**src/rtl/md_pkg.sv**
```systemverilog
// Shared definitions for the iterative multiply/divide unit.
// Latency: n/a (types and constants only).
// Backpressure: n/a.
package md_pkg;

    // Number of radix-2 iterations per multiply or divide.
    localparam int ITER = 32;

    // Operation codes presented on md_unit.op.
    typedef enum logic [2:0] {
        MULT  = 3'd0,
        MULTU = 3'd1,
        DIV   = 3'd2,
        DIVU  = 3'd3,
        MTHI  = 3'd4,
        MTLO  = 3'd5
    } md_op_e;

    // FSM state encoding.
    typedef enum logic [1:0] {
        IDLE = 2'd0,
        RUN  = 2'd1,
        FIX  = 2'd2
    } md_state_e;

endpackage

```
**src/rtl/md_step.sv**
```systemverilog
// One radix-2 multiply (shift-add) or restoring-divide (shift-subtract) iteration.
// Latency: purely combinational, 0 cycles.
// Backpressure: none; the caller decides when to register acc_next.
//
// Ports:
//   is_div   - 1 selects the divide step, 0 the multiply step
//   acc      - multiply: {partial product, remaining multiplier bits}
//              divide:   {partial remainder, remaining dividend bits / quotient so far}
//   opnd     - multiplicand magnitude (multiply) or divisor magnitude (divide)
//   acc_next - accumulator after this iteration
module md_step #(
    parameter int XLEN = 32
) (
    input  logic                is_div,
    input  logic [2*XLEN-1:0]   acc,
    input  logic [XLEN-1:0]     opnd,
    output logic [2*XLEN-1:0]   acc_next
);

    logic [XLEN:0]   sum;     // partial product + multiplicand, with carry
    logic [XLEN:0]   rem_sh;  // partial remainder shifted left with next dividend bit
    logic [XLEN-1:0] diff;    // rem_sh - divisor, only meaningful when q_bit is set
    logic            q_bit;

    always_comb begin
        sum    = {1'b0, acc[2*XLEN-1:XLEN]} + {1'b0, opnd};
        rem_sh = {acc[2*XLEN-1:XLEN], acc[XLEN-1]};
        q_bit  = (rem_sh >= {1'b0, opnd});
        // When q_bit is set the true difference is below the divisor, so
        // the low XLEN bits hold it exactly.
        diff   = rem_sh[XLEN-1:0] - opnd;

        if (is_div) begin
            // Quotient bits enter at the bottom as dividend bits leave the top.
            if (q_bit) begin
                acc_next = {diff, acc[XLEN-2:0], 1'b1};
            end else begin
                acc_next = {rem_sh[XLEN-1:0], acc[XLEN-2:0], 1'b0};
            end
        end else begin
            // Consume the multiplier LSB; the carry shifts into the top.
            if (acc[0]) begin
                acc_next = {sum, acc[XLEN-1:1]};
            end else begin
                acc_next = {1'b0, acc[2*XLEN-1:XLEN], acc[XLEN-1:1]};
            end
        end
    end

endmodule

```
**src/rtl/md_unit.sv**
```systemverilog
// Iterative signed/unsigned MULT/DIV with architectural HI/LO and MTHI/MTLO writes.
// Latency: start accepted at edge N, busy N+1..N+33, done and new HI/LO in N+34.
// Backpressure: start is ignored while busy; flush aborts without touching HI/LO.
//
// Ports:
//   clk, rst         - rising-edge clock, asynchronous active-high reset
//   start, op        - request and operation code (md_pkg::md_op_e)
//   rs_val, rt_val   - dividend/multiplicand and divisor/multiplier
//   flush            - abort in-flight op; wins over a simultaneous start
//   busy             - iterative op in progress (decoded from state only)
//   done             - one-cycle pulse, HI/LO updated on the preceding edge
//   hi, lo           - architectural HI/LO registers
module md_unit
    import md_pkg::*;
#(
    parameter int XLEN = 32
) (
    input  logic            clk,
    input  logic            rst,
    input  logic            start,
    input  logic [2:0]      op,
    input  logic [XLEN-1:0] rs_val,
    input  logic [XLEN-1:0] rt_val,
    input  logic            flush,
    output logic            busy,
    output logic            done,
    output logic [XLEN-1:0] hi,
    output logic [XLEN-1:0] lo
);

    md_state_e         state, state_nxt;
    logic [5:0]        cnt;
    logic [2*XLEN-1:0] acc;
    logic [2*XLEN-1:0] acc_next;
    logic [XLEN-1:0]   opnd;
    logic              is_div;
    logic              sgn_q;   // product or quotient must be negated
    logic              sgn_r;   // remainder must be negated
    logic              div0;

    // Decode of the incoming request.
    logic              accept;
    logic              wr_mthi;
    logic              wr_mtlo;
    logic              op_iter;
    logic              op_signed;
    logic              op_div;
    logic              a_neg;
    logic              b_neg;
    logic [XLEN-1:0]   mag_a;
    logic [XLEN-1:0]   mag_b;

    // Sign-corrected results, consumed in FIX.
    logic [2*XLEN-1:0] prod;
    logic [XLEN-1:0]   quot;
    logic [XLEN-1:0]   rem;

    assign busy = (state != IDLE);

    md_step #(.XLEN(XLEN)) u_step (
        .is_div   (is_div),
        .acc      (acc),
        .opnd     (opnd),
        .acc_next (acc_next)
    );

    // Operation decode and operand magnitudes.
    always_comb begin
        op_iter   = 1'b0;
        op_signed = 1'b0;
        op_div    = 1'b0;
        case (op)
            MULT:    begin op_iter = 1'b1; op_signed = 1'b1; end
            MULTU:   begin op_iter = 1'b1; end
            DIV:     begin op_iter = 1'b1; op_signed = 1'b1; op_div = 1'b1; end
            DIVU:    begin op_iter = 1'b1; op_div = 1'b1; end
            default: begin op_iter = 1'b0; end
        endcase
        a_neg = op_signed & rs_val[XLEN-1];
        b_neg = op_signed & rt_val[XLEN-1];
        mag_a = a_neg ? -rs_val : rs_val;
        mag_b = b_neg ? -rt_val : rt_val;
    end

    // Next state and request acceptance.
    always_comb begin
        state_nxt = state;
        accept    = 1'b0;
        wr_mthi   = 1'b0;
        wr_mtlo   = 1'b0;
        case (state)
            IDLE: begin
                if (start && !flush) begin
                    if (op_iter) begin
                        accept    = 1'b1;
                        state_nxt = RUN;
                    end else if (op == MTHI) begin
                        wr_mthi = 1'b1;
                    end else if (op == MTLO) begin
                        wr_mtlo = 1'b1;
                    end
                end
            end
            RUN: begin
                if (cnt == 6'(ITER - 1)) begin
                    state_nxt = FIX;
                end
            end
            FIX:     state_nxt = IDLE;
            default: state_nxt = IDLE;
        endcase
        if (flush) begin
            state_nxt = IDLE;
        end
    end

    // Sign correction of the finished magnitudes. The most negative value
    // negates to itself, which yields the 0x8000_0000 / -1 overflow result
    // without a special case.
    always_comb begin
        prod = sgn_q ? -acc : acc;
        quot = sgn_q ? -acc[XLEN-1:0] : acc[XLEN-1:0];
        rem  = sgn_r ? -acc[2*XLEN-1:XLEN] : acc[2*XLEN-1:XLEN];
    end

    always_ff @(posedge clk or posedge rst) begin
        if (rst) begin
            state <= IDLE;
        end else begin
            state <= state_nxt;
        end
    end

    always_ff @(posedge clk or posedge rst) begin
        if (rst) begin
            cnt    <= '0;
            acc    <= '0;
            opnd   <= '0;
            is_div <= 1'b0;
            sgn_q  <= 1'b0;
            sgn_r  <= 1'b0;
            div0   <= 1'b0;
            hi     <= '0;
            lo     <= '0;
            done   <= 1'b0;
        end else begin
            done <= 1'b0;

            if (accept) begin
                cnt    <= '0;
                is_div <= op_div;
                sgn_q  <= a_neg ^ b_neg;
                sgn_r  <= a_neg;
                div0   <= op_div && (rt_val == '0);
                if (op_div) begin
                    acc  <= {{XLEN{1'b0}}, mag_a};
                    opnd <= mag_b;
                end else begin
                    acc  <= {{XLEN{1'b0}}, mag_b};
                    opnd <= mag_a;
                end
            end else if (state == RUN) begin
                acc <= acc_next;
                cnt <= cnt + 6'd1;
            end

            if (wr_mthi) begin
                hi <= rs_val;
            end
            if (wr_mtlo) begin
                lo <= rs_val;
            end

            if (state == FIX && !flush) begin
                done <= 1'b1;
                if (is_div) begin
                    // A zero divisor leaves the dividend magnitude in the
                    // remainder, so HI already restores rs; only the
                    // quotient needs forcing past the sign correction.
                    lo <= div0 ? '1 : quot;
                    hi <= rem;
                end else begin
                    hi <= prod[2*XLEN-1:XLEN];
                    lo <= prod[XLEN-1:0];
                end
            end
        end
    end

endmodule

```
**config.mk**
```make
export PLATFORM = sky130hd
export DESIGN_NAME = md_unit
export DESIGN_NICKNAME = d
export VERILOG_FILES = /design/src/rtl/md_pkg.sv /design/src/rtl/md_step.sv /design/src/rtl/md_unit.sv
export SDC_FILE = /design/constraint.sdc
export NUM_CORES = 1
export LEC_CHECK = 0
export BUFFER_PORTS_ARGS = -buffer_cell sky130_fd_sc_hd__buf_2
export CORE_UTILIZATION = 35
export CTS_CLUSTER_DIAMETER = 40
export DETAILED_ROUTE_END_ITERATION = 6
export PLACE_DENSITY = 0.5
export SETUP_SLACK_MARGIN = 0.3
export SYNTH_ARGS = -nofsm -noshare
export SYNTH_HDL_FRONTEND = slang
export SYNTH_SLANG_ARGS = --single-unit
```
**constraint.sdc**
```tcl
create_clock -name clk -period 7.5 [get_ports clk]
set_input_delay 0.375 -clock clk [delete_from_list [all_inputs] [get_ports clk]]
set_output_delay 0.375 -clock clk [all_outputs]
set_load 0.02 [all_outputs]
```
==> impl_metrics.env, run 1 <==
export IMPL_async_reset_ff_share_pct=100
export IMPL_design_area_sq_um=17300
export IMPL_seqPwrFrac_pct=25.8
export IMPL_synth_net_count=2142
export IMPL_yosys_warnings=0
export IMPL_htreeDepth=4
export IMPL_tightest_slew_ns=1.10
export IMPL_dp_cells=2604
export IMPL_stdcell_count=2637
export IMPL_rsz0062_at_grt="false"
export IMPL_die_area_sq_um=45400
export IMPL_worstPathMaxFanout=25
export IMPL_firstDrtPassIters=5
export IMPL_synth_area_per_cell_sq_um=7.79
export IMPL_path_buf_inv=1
export IMPL_remaining_drc_errors=0
export IMPL_finalSetupTns_ns=0
export IMPL_vias=15700
export IMPL_antenna_found_initial=2
export IMPL_p_leak_nw=7.30
export IMPL_postCtsSetupBuffers=0
export IMPL_path_clk_slew_ns=0.08
export IMPL_worstPathCellList="ha_1 -> and3_1 -> and3_1 -> o211ai_1 -> a21oi_1 -> o2111ai_1 -> and2_1 -> buf_4 -> nand2b_1 -> a311oi_1 -> o41a_1"
export IMPL_post_dp_hpwl_um=45600
export IMPL_cts_tree="done"
export IMPL_grtUsageTotal_pct=27.2
export IMPL_seq_area_sq_um=4330
export IMPL_row_count=76
export IMPL_overflow=0
export IMPL_ys_flop_type="dfrtp_1"
export IMPL_start_util_pct=35.9
export IMPL_fin_crit_sh_pct=62.5
export IMPL_portBuffers=136
export IMPL_yosys_area_top_type_share_pct=27.8
export IMPL_powerDensity_nw_per_um2=385
export IMPL_nets=2180
export IMPL_synth_common_cells="nand2_1, a21oi_1, o21ai_0"
export IMPL_cts_hold_buf=0
export IMPL_synth_cell_type_count=77
export IMPL_dpl_instance_area_sq_um=16700
export IMPL_clockRootBuffer="clkbuf_16"
export IMPL_routedWlPerCell_um=23.2
export IMPL_fillCellCount=4568
export IMPL_slew_headroom_pct=26.6
export IMPL_cts_made_buffers=17
export IMPL_core_sq_um=43500
export IMPL_first_iter_violations=1433
export IMPL_clock_sinks=173
export IMPL_syn_to_final_growth_pct=11.0
export IMPL_ys_seq_area_share_pct=27.8
export IMPL_netlist_instances=2000
export IMPL_viasPerCell=5.94
export IMPL_critical_path_max_stage_delay_ns=0.82
export IMPL_yosys_top_cells_area="dfrtp_1, a21oi_1, nand2_1"
export IMPL_die_width_um=213
export IMPL_total_power_mw=6.66
export IMPL_multiInputGateArea_sq_um=10500
export IMPL_insertion_delay_ns=0.47
export IMPL_cts_resized=0
export IMPL_hold_viol_final=0
export IMPL_period_needed_ns=4.69
export IMPL_status="finished, final reports clean"
export IMPL_worstSetupStartpointType="flop"
export IMPL_cp_required_ns=7.85
export IMPL_p_int_mw=3.26
export IMPL_cap_violations=0
export IMPL_pwr_share_comb_pct=59.3
export IMPL_cp_arrival_ns=5.04
export IMPL_drtAntennaViolNets=0
export IMPL_wl_um=61200
export IMPL_grt_pass1_vias=14800
export IMPL_critPathSlowestCell="and2_1"
export IMPL_drive_gt1_share_pct=11.5
export IMPL_clock_skew_ns=0.0123
export IMPL_crit_top_cell="and3_1"
export IMPL_ios=137
export IMPL_power_switching_mw=3.40
export IMPL_die_h_um=213
export IMPL_finalSetupViolations=0
export IMPL_hold_class="primary input to asynchronous set/reset pin"
export IMPL_crit_family="compound AO/OA/AOI/OAI gates"
export IMPL_power_share_clock_pct=14.9
export IMPL_swShare_pct=51.1
export IMPL_yosysMostFrequentCell="nand2_1"
export IMPL_end_kind="flop"
export IMPL_cts_buffer_depth=2
export IMPL_synth_enable_flop_cells=0
export IMPL_grt_max_degree=115
export IMPL_fmax_mhz=213
export IMPL_synth_seq_cells=173
export IMPL_ir_drop_mv=0.188
export IMPL_critical_path_class="flop to flop"
export IMPL_syn_area_sq_um=15600
export IMPL_grt_pass1_wl_um=92400
export IMPL_synth_area_leader_cell="dfrtp_1"
export IMPL_report_final_slew_viol_count=0
export IMPL_place_congestion=0.921
worst register-to-register path: cells and delay by family, from the launching register on:
kind | cells | cell delay [ns]
simple gates | 4 | 1.49
fa+ha+maj | 1 | 0.41
flops | 1 | 0.67
buf+inv | 1 | 0.47
compound gates | 5 | 1.52
area by class of cell:
class | count | area share (%)
inverters | 65 | 1.45
well taps | 585 | 4.23
flip-flops and latches | 173 | 25.0
multi-input cells | 1620 | 60.7
diodes | 1 | 0.0145
clock buffers | 18 | 2.54
clock inverters | 14 | 1.03
repair buffers | 161 | 5.03
path summary, 6_finish.rpt:
kind / slack, ns / end / from / cells after the start
worst max-delay path: 2.81 / acc[57] / acc[42] / 11
worst min-delay path: 0.06 / cnt[5] / rst / 2
worst max register to register: 2.81 / acc[57] / acc[42] / 11
worst min register to register: 0.51 / state[1] / cnt[5] / 1
max in group asynchronous: 5.90 / is_div / rst / 3
min in group clk: 0.12 / state[1] / flush / 2
registers in the layout, indices dropped and copies added, names as in the netlist:
signal	count
lo	32
opnd	32
cnt	6
sgn_r	1
div0	1
state	2
hi	32
is_div	1
sgn_q	1
acc	64
done	1
layer usage:
layer / share of wire [%] / global-route usage (%) / routed length, um / up-vias
li1: - / - / - / 7371
met3: 5.3 / 3.04 / 3240 / 68
met2: 46 / 43.8 / 27900 / 528
met1: 47 / 38.3 / 28800 / 7701
met4: 2.1 / 7.17 / 1260 / 0
met5: 0 / 0 / 0 / -
cell usage in the layout, fill, tap and decap left out, drive strengths merged, types with 42 or more instances in the layout:
cell type / instances
a211oi: 45
a21oi: 194
buf: 161
dfrtp: 173
ha: 69
inv: 71
mux2i: 79
nand2: 244
nand3: 42
nor2: 141
o211ai: 46
o21ai: 181
xnor2: 74
xor2: 88
power by group through the flow:
stage	Clock [mW]	Sequential [mW]	Combinational [mW]
after global routing	1.04	1.76	4.33
after detailed placement	0	1.72	3.89
after floorplan	0	1.56	2.87
final	0.992	1.72	3.96
after global placement	0	1.72	3.89
after CTS	1.01	1.70	3.91
cells by family after synthesis:
group,Yosys count,synth area share (%)
AOI/OAI and AO/OA,673,27.3
xor gates and xnor gates,162,9.10
adders and majority gates,71,5.80
buffers and inverters,207,5.07
DFF,173,27.8
muxes,85,5.51
and+or+nand+nor,629,19.4
metrics by stage:
| step | hold slack (ns) | utilization [%] | setup WS, ns |
|---|---|---|---|
| after global placement | 0.489 | 38.4 | 3.00 |
| after detailed placement | 0.491 | 38.4 | 2.84 |
| after CTS | 0.0991 | 39.8 | 2.82 |
| after global routing | 0.114 | 39.8 | 2.58 |
| after floorplan | 0.441 | - | 2.44 |
| final | 0.0646 | 39.8 | 2.81 |
(Power assumes the default switching activity.)
==> inputs of run 2 (changes only) <==
--- a/config.mk
+++ b/config.mk
@@ -5,11 +5,12 @@
 export SDC_FILE = /design/constraint.sdc
 export NUM_CORES = 1
 export LEC_CHECK = 0
+export ABC_AREA = 1
 export BUFFER_PORTS_ARGS = -buffer_cell sky130_fd_sc_hd__buf_2
 export CORE_UTILIZATION = 35
 export CTS_CLUSTER_DIAMETER = 40
 export DETAILED_ROUTE_END_ITERATION = 6
-export PLACE_DENSITY = 0.5
+export PLACE_DENSITY = 0.49
 export SETUP_SLACK_MARGIN = 0.3
 export SYNTH_ARGS = -nofsm -noshare
 export SYNTH_HDL_FRONTEND = slang
==> constraint.sdc (replaced) <==
create_clock -name clk -period 4.4 [get_ports clk]
set_input_delay 0.22 -clock clk [delete_from_list [all_inputs] [get_ports clk]]
set_output_delay 0.22 -clock clk [all_outputs]
set_load 0.02 [all_outputs]
==> run 2 against run 1 <==
  * Global-route usage grew 8.9 points
  * Clock power grew 68%
  * The flow now finishes with violations (DRC)
  * Synthesized cell count rose by 59%
  * Critical path depth unchanged
  * Core utilization down 0.28 points
  * Clock skew rose by 0.0059 ns
  * Highest routed layer unchanged
  * Combinational power is 110% higher
  * Largest cell class unchanged
  * Clock-buffer cell count is 1 lower
==> impl_metrics.env, run 2 <==
export IMPL_status="finished, violations left"
export IMPL_failed_checks="DRC"
export IMPL_routedWlPerCell_um=24.3
export IMPL_cts_buffer_depth=2
export IMPL_overflow=0
export IMPL_core_sq_um=51500
export IMPL_cp_startpoint="acc[0]"
export IMPL_wl_met3_um=6610
export IMPL_die_area_sq_um=53400
export IMPL_clock_sinks=173
export IMPL_grt_max_degree=118
export IMPL_finalSetupTns_ns=0
export IMPL_cts_tree="done"
export IMPL_firstDrtPassIters=7
export IMPL_min_path_cells=5
export IMPL_regToRegSetupSlack_ns=1.10
export IMPL_grtUsageTotal_pct=36.0
export IMPL_mostFrequentLayoutCell="nand2_1"
export IMPL_ys_flop_type="dfrtp_1"
export IMPL_cp_arrival_ns=3.65
export IMPL_first_iter_violations=2439
export IMPL_ios=137
export IMPL_cap_violations=0
export IMPL_power_share_clock_pct=12.8
export IMPL_portBuffers=136
export IMPL_yosysMostFrequentCell="nand2_1"
export IMPL_clockRootBuffer="clkbuf_16"
export IMPL_pwr_share_comb_pct=64.6
export IMPL_async_reset_ff_share_pct=100
export IMPL_nets=3417
export IMPL_worstPathCellList="clkinv_1 -> buf_4 -> nand3_2 -> nor2_2 -> nand2_2 -> nor2_4 -> nand2_1 -> nand2_1 -> nand3_1 -> o21ai_0 -> nand3_1"
export IMPL_start_util_pct=35.6
export IMPL_timing_hold_ws_ns=0.0634
export IMPL_seqPwrFrac_pct=22.6
export IMPL_ir_drop_mv=0.362
export IMPL_netlist_instances=3188
export IMPL_insertion_delay_ns=0.50
export IMPL_r2r_start="acc[0]"
export IMPL_postCtsSetupBuffers=0
export IMPL_yosys_top_cells_area="dfrtp_1, nand2_1, inv_1"
export IMPL_worstHoldStart="rt_val[23]"
export IMPL_reg2reg_to="hi[19]"
export IMPL_place_congestion=1.05
export IMPL_p_leak_nw=10.6
export IMPL_drive_gt1_share_pct=7.54
export IMPL_min_to="opnd[23]"
export IMPL_period_needed_ns=3.30
export IMPL_synth_cell_type_count=53
export IMPL_power_switching_mw=7.66
export IMPL_synth_area_leader_cell="dfrtp_1"
export IMPL_htreeDepth=4
export IMPL_grt_pass1_vias=20400
export IMPL_cp_required_ns=4.75
export IMPL_finalSetupViolations=0
export IMPL_path_clk_slew_ns=0.08
export IMPL_post_dp_hpwl_um=78000
export IMPL_p_int_mw=5.35
export IMPL_drtAntennaViolNets=0
export IMPL_yosys_warnings=0
export IMPL_wl_met2_um=42200
export IMPL_report_final_slew_viol_count=0
export IMPL_critPathSlowestCell="o21ai_0"
export IMPL_path_buf_inv=2
export IMPL_powerDensity_nw_per_um2=639
export IMPL_antenna_found_initial=3
export IMPL_fin_crit_sh_pct=74.9
export IMPL_ys_seq_area_share_pct=23.6
export IMPL_syn_to_final_growth_pct=11.0
export IMPL_row_count=83
export IMPL_die_width_um=231
export IMPL_grt_pass1_wl_um=138000
export IMPL_die_h_um=231
export IMPL_hold_class="primary input to flop"
export IMPL_crit_family="simple AND/OR/NAND/NOR gates"
export IMPL_critical_path_class="flop to flop"
export IMPL_worstPathMaxFanout=42
export IMPL_met1_length_um=42400
export IMPL_vias=21900
export IMPL_tightest_slew_ns=1.24
export IMPL_synth_area_per_cell_sq_um=5.76
export IMPL_fillCellCount=5830
export IMPL_syn_area_sq_um=18400
export IMPL_top_register="acc"
export IMPL_diodes=0
export IMPL_remaining_drc_errors=4
export IMPL_largest_reg_flops=64
export IMPL_synth_enable_flop_cells=0
export IMPL_synth_common_cells="nand2_1, inv_1, nor2_1"
export IMPL_rsz0062_at_grt="false"
export IMPL_reg2reg_depth=11
export IMPL_cts_resized=0
export IMPL_viasPerCell=5.52
export IMPL_slew_headroom_pct=17.4
export IMPL_yosys_area_top_type_share_pct=23.6
export IMPL_synth_net_count=3330
export IMPL_wl_um=96300
export IMPL_top_layer_used="met4"
export IMPL_synth_seq_cells=173
export IMPL_swShare_pct=58.9
export IMPL_end_kind="flop"
export IMPL_cts_made_buffers=17
export IMPL_clock_skew_ns=0.0182
export IMPL_worstSetupStartpointType="flop"
export IMPL_hold_viol_final=0
export IMPL_fmax_mhz=303
export IMPL_critical_path_max_stage_delay_ns=0.65
export IMPL_final_cell_mix="nand2_1, inv_1, nor2_1"
-- run 2: cell types whose count changed in the layout (fill, tap and decap cells not counted), moves of 29 or more --
cell      previous run  this run
xor2_1              88        46
a211oi_1            44         3
a21o_1              29         0
xnor2_1             74        27
mux2i_1             79         0
nand2_1            244      1121
inv_1               63       445
nor2_1             141       299
nand3_1             42       266
a32oi_1             30         0
-- run 2: cell families after synthesis --
logic type / count (synthesis) / synth area share, %
AO/OA/AOI/OAI: 476 / 14.6
flip-flops: 173 / 23.6
adder cells (fa/ha/maj): 71 / 4.92
buffers and inverters: 562 / 11.9
AND/OR/NAND/NOR: 1833 / 41.5
XOR/XNOR: 73 / 3.48
-- run 2: routing by layer --
metal / vias to the layer above / track usage [%]
met1: 10400 / 48.5
met2: 924 / 55.7
li1: 10400 / -
met3: 168 / 5.81
met4: 0 / 17.4
met5: - / 0
-- run 2: how the worst max path moves through the flow --
stage	endpoint	slack [ns]	cells after the start
4_1_cts	hi[19]	1.05	11
5_1_grt	hi[19]	0.93	11
2_1_floorplan	acc[0]	1.97	1
3_5_place_dp	hi[19]	1.06	11
6_report	hi[19]	1.10	11
3_3_place_gp	hi[19]	0.96	11
-- run 2: per-stage QoR --
stage / setup slack (ns) / cells / util, % / total power, mW / instance area [sq um]
after floorplan: 1.97 / 3188 / - / 8.07 / 18400
after global placement: 0.959 / 3933 / 38.3 / 11.2 / 19700
after detailed placement: 1.06 / 3933 / 38.3 / 11.2 / 19700
after CTS: 1.05 / 3968 / 39.5 / 12.9 / 20400
after global routing: 0.935 / 3968 / 39.5 / 13.9 / 20400
final: 1.10 / 3968 / 39.5 / 13.0 / 20400
-- run 2: timing repair --
action,CTS,global route
hold endpoints to repair,85,0
hold buffers,3,0
endpoints found under the setup margin,0,0
-- run 2: worst reg2reg max path, delay by kind of cell (launching register included) --
| family | cells | cell delay, ns |
|---|---|---|
| compound gates | 1 | 0.65 |
| simple gates | 8 | 1.61 |
| flops | 1 | 0.40 |
| buf+inv | 2 | 0.49 |
-- run 2: final cells by class --
class | count | area [sq um] | share of cell area, %
multi-input cells | 2453 | 11900 | 58.3
flip-flops and latches | 173 | 4330 | 21.3
inverters | 452 | 1700 | 8.35
repair buffers | 178 | 1020 | 4.99
well taps | 680 | 851 | 4.18
clock buffers | 17 | 425 | 2.09
clock inverters | 15 | 170 | 0.835
-- run 2: power groups by stage --
stage	Clock, mW	Combinational [mW]	Sequential (mW)
finish	1.67	8.41	2.94
global route	1.74	9.22	2.96
CTS	1.69	8.27	2.89
detailed placement	0	8.23	2.92
global placement	0	8.31	2.91
floorplan	0	5.40	2.66
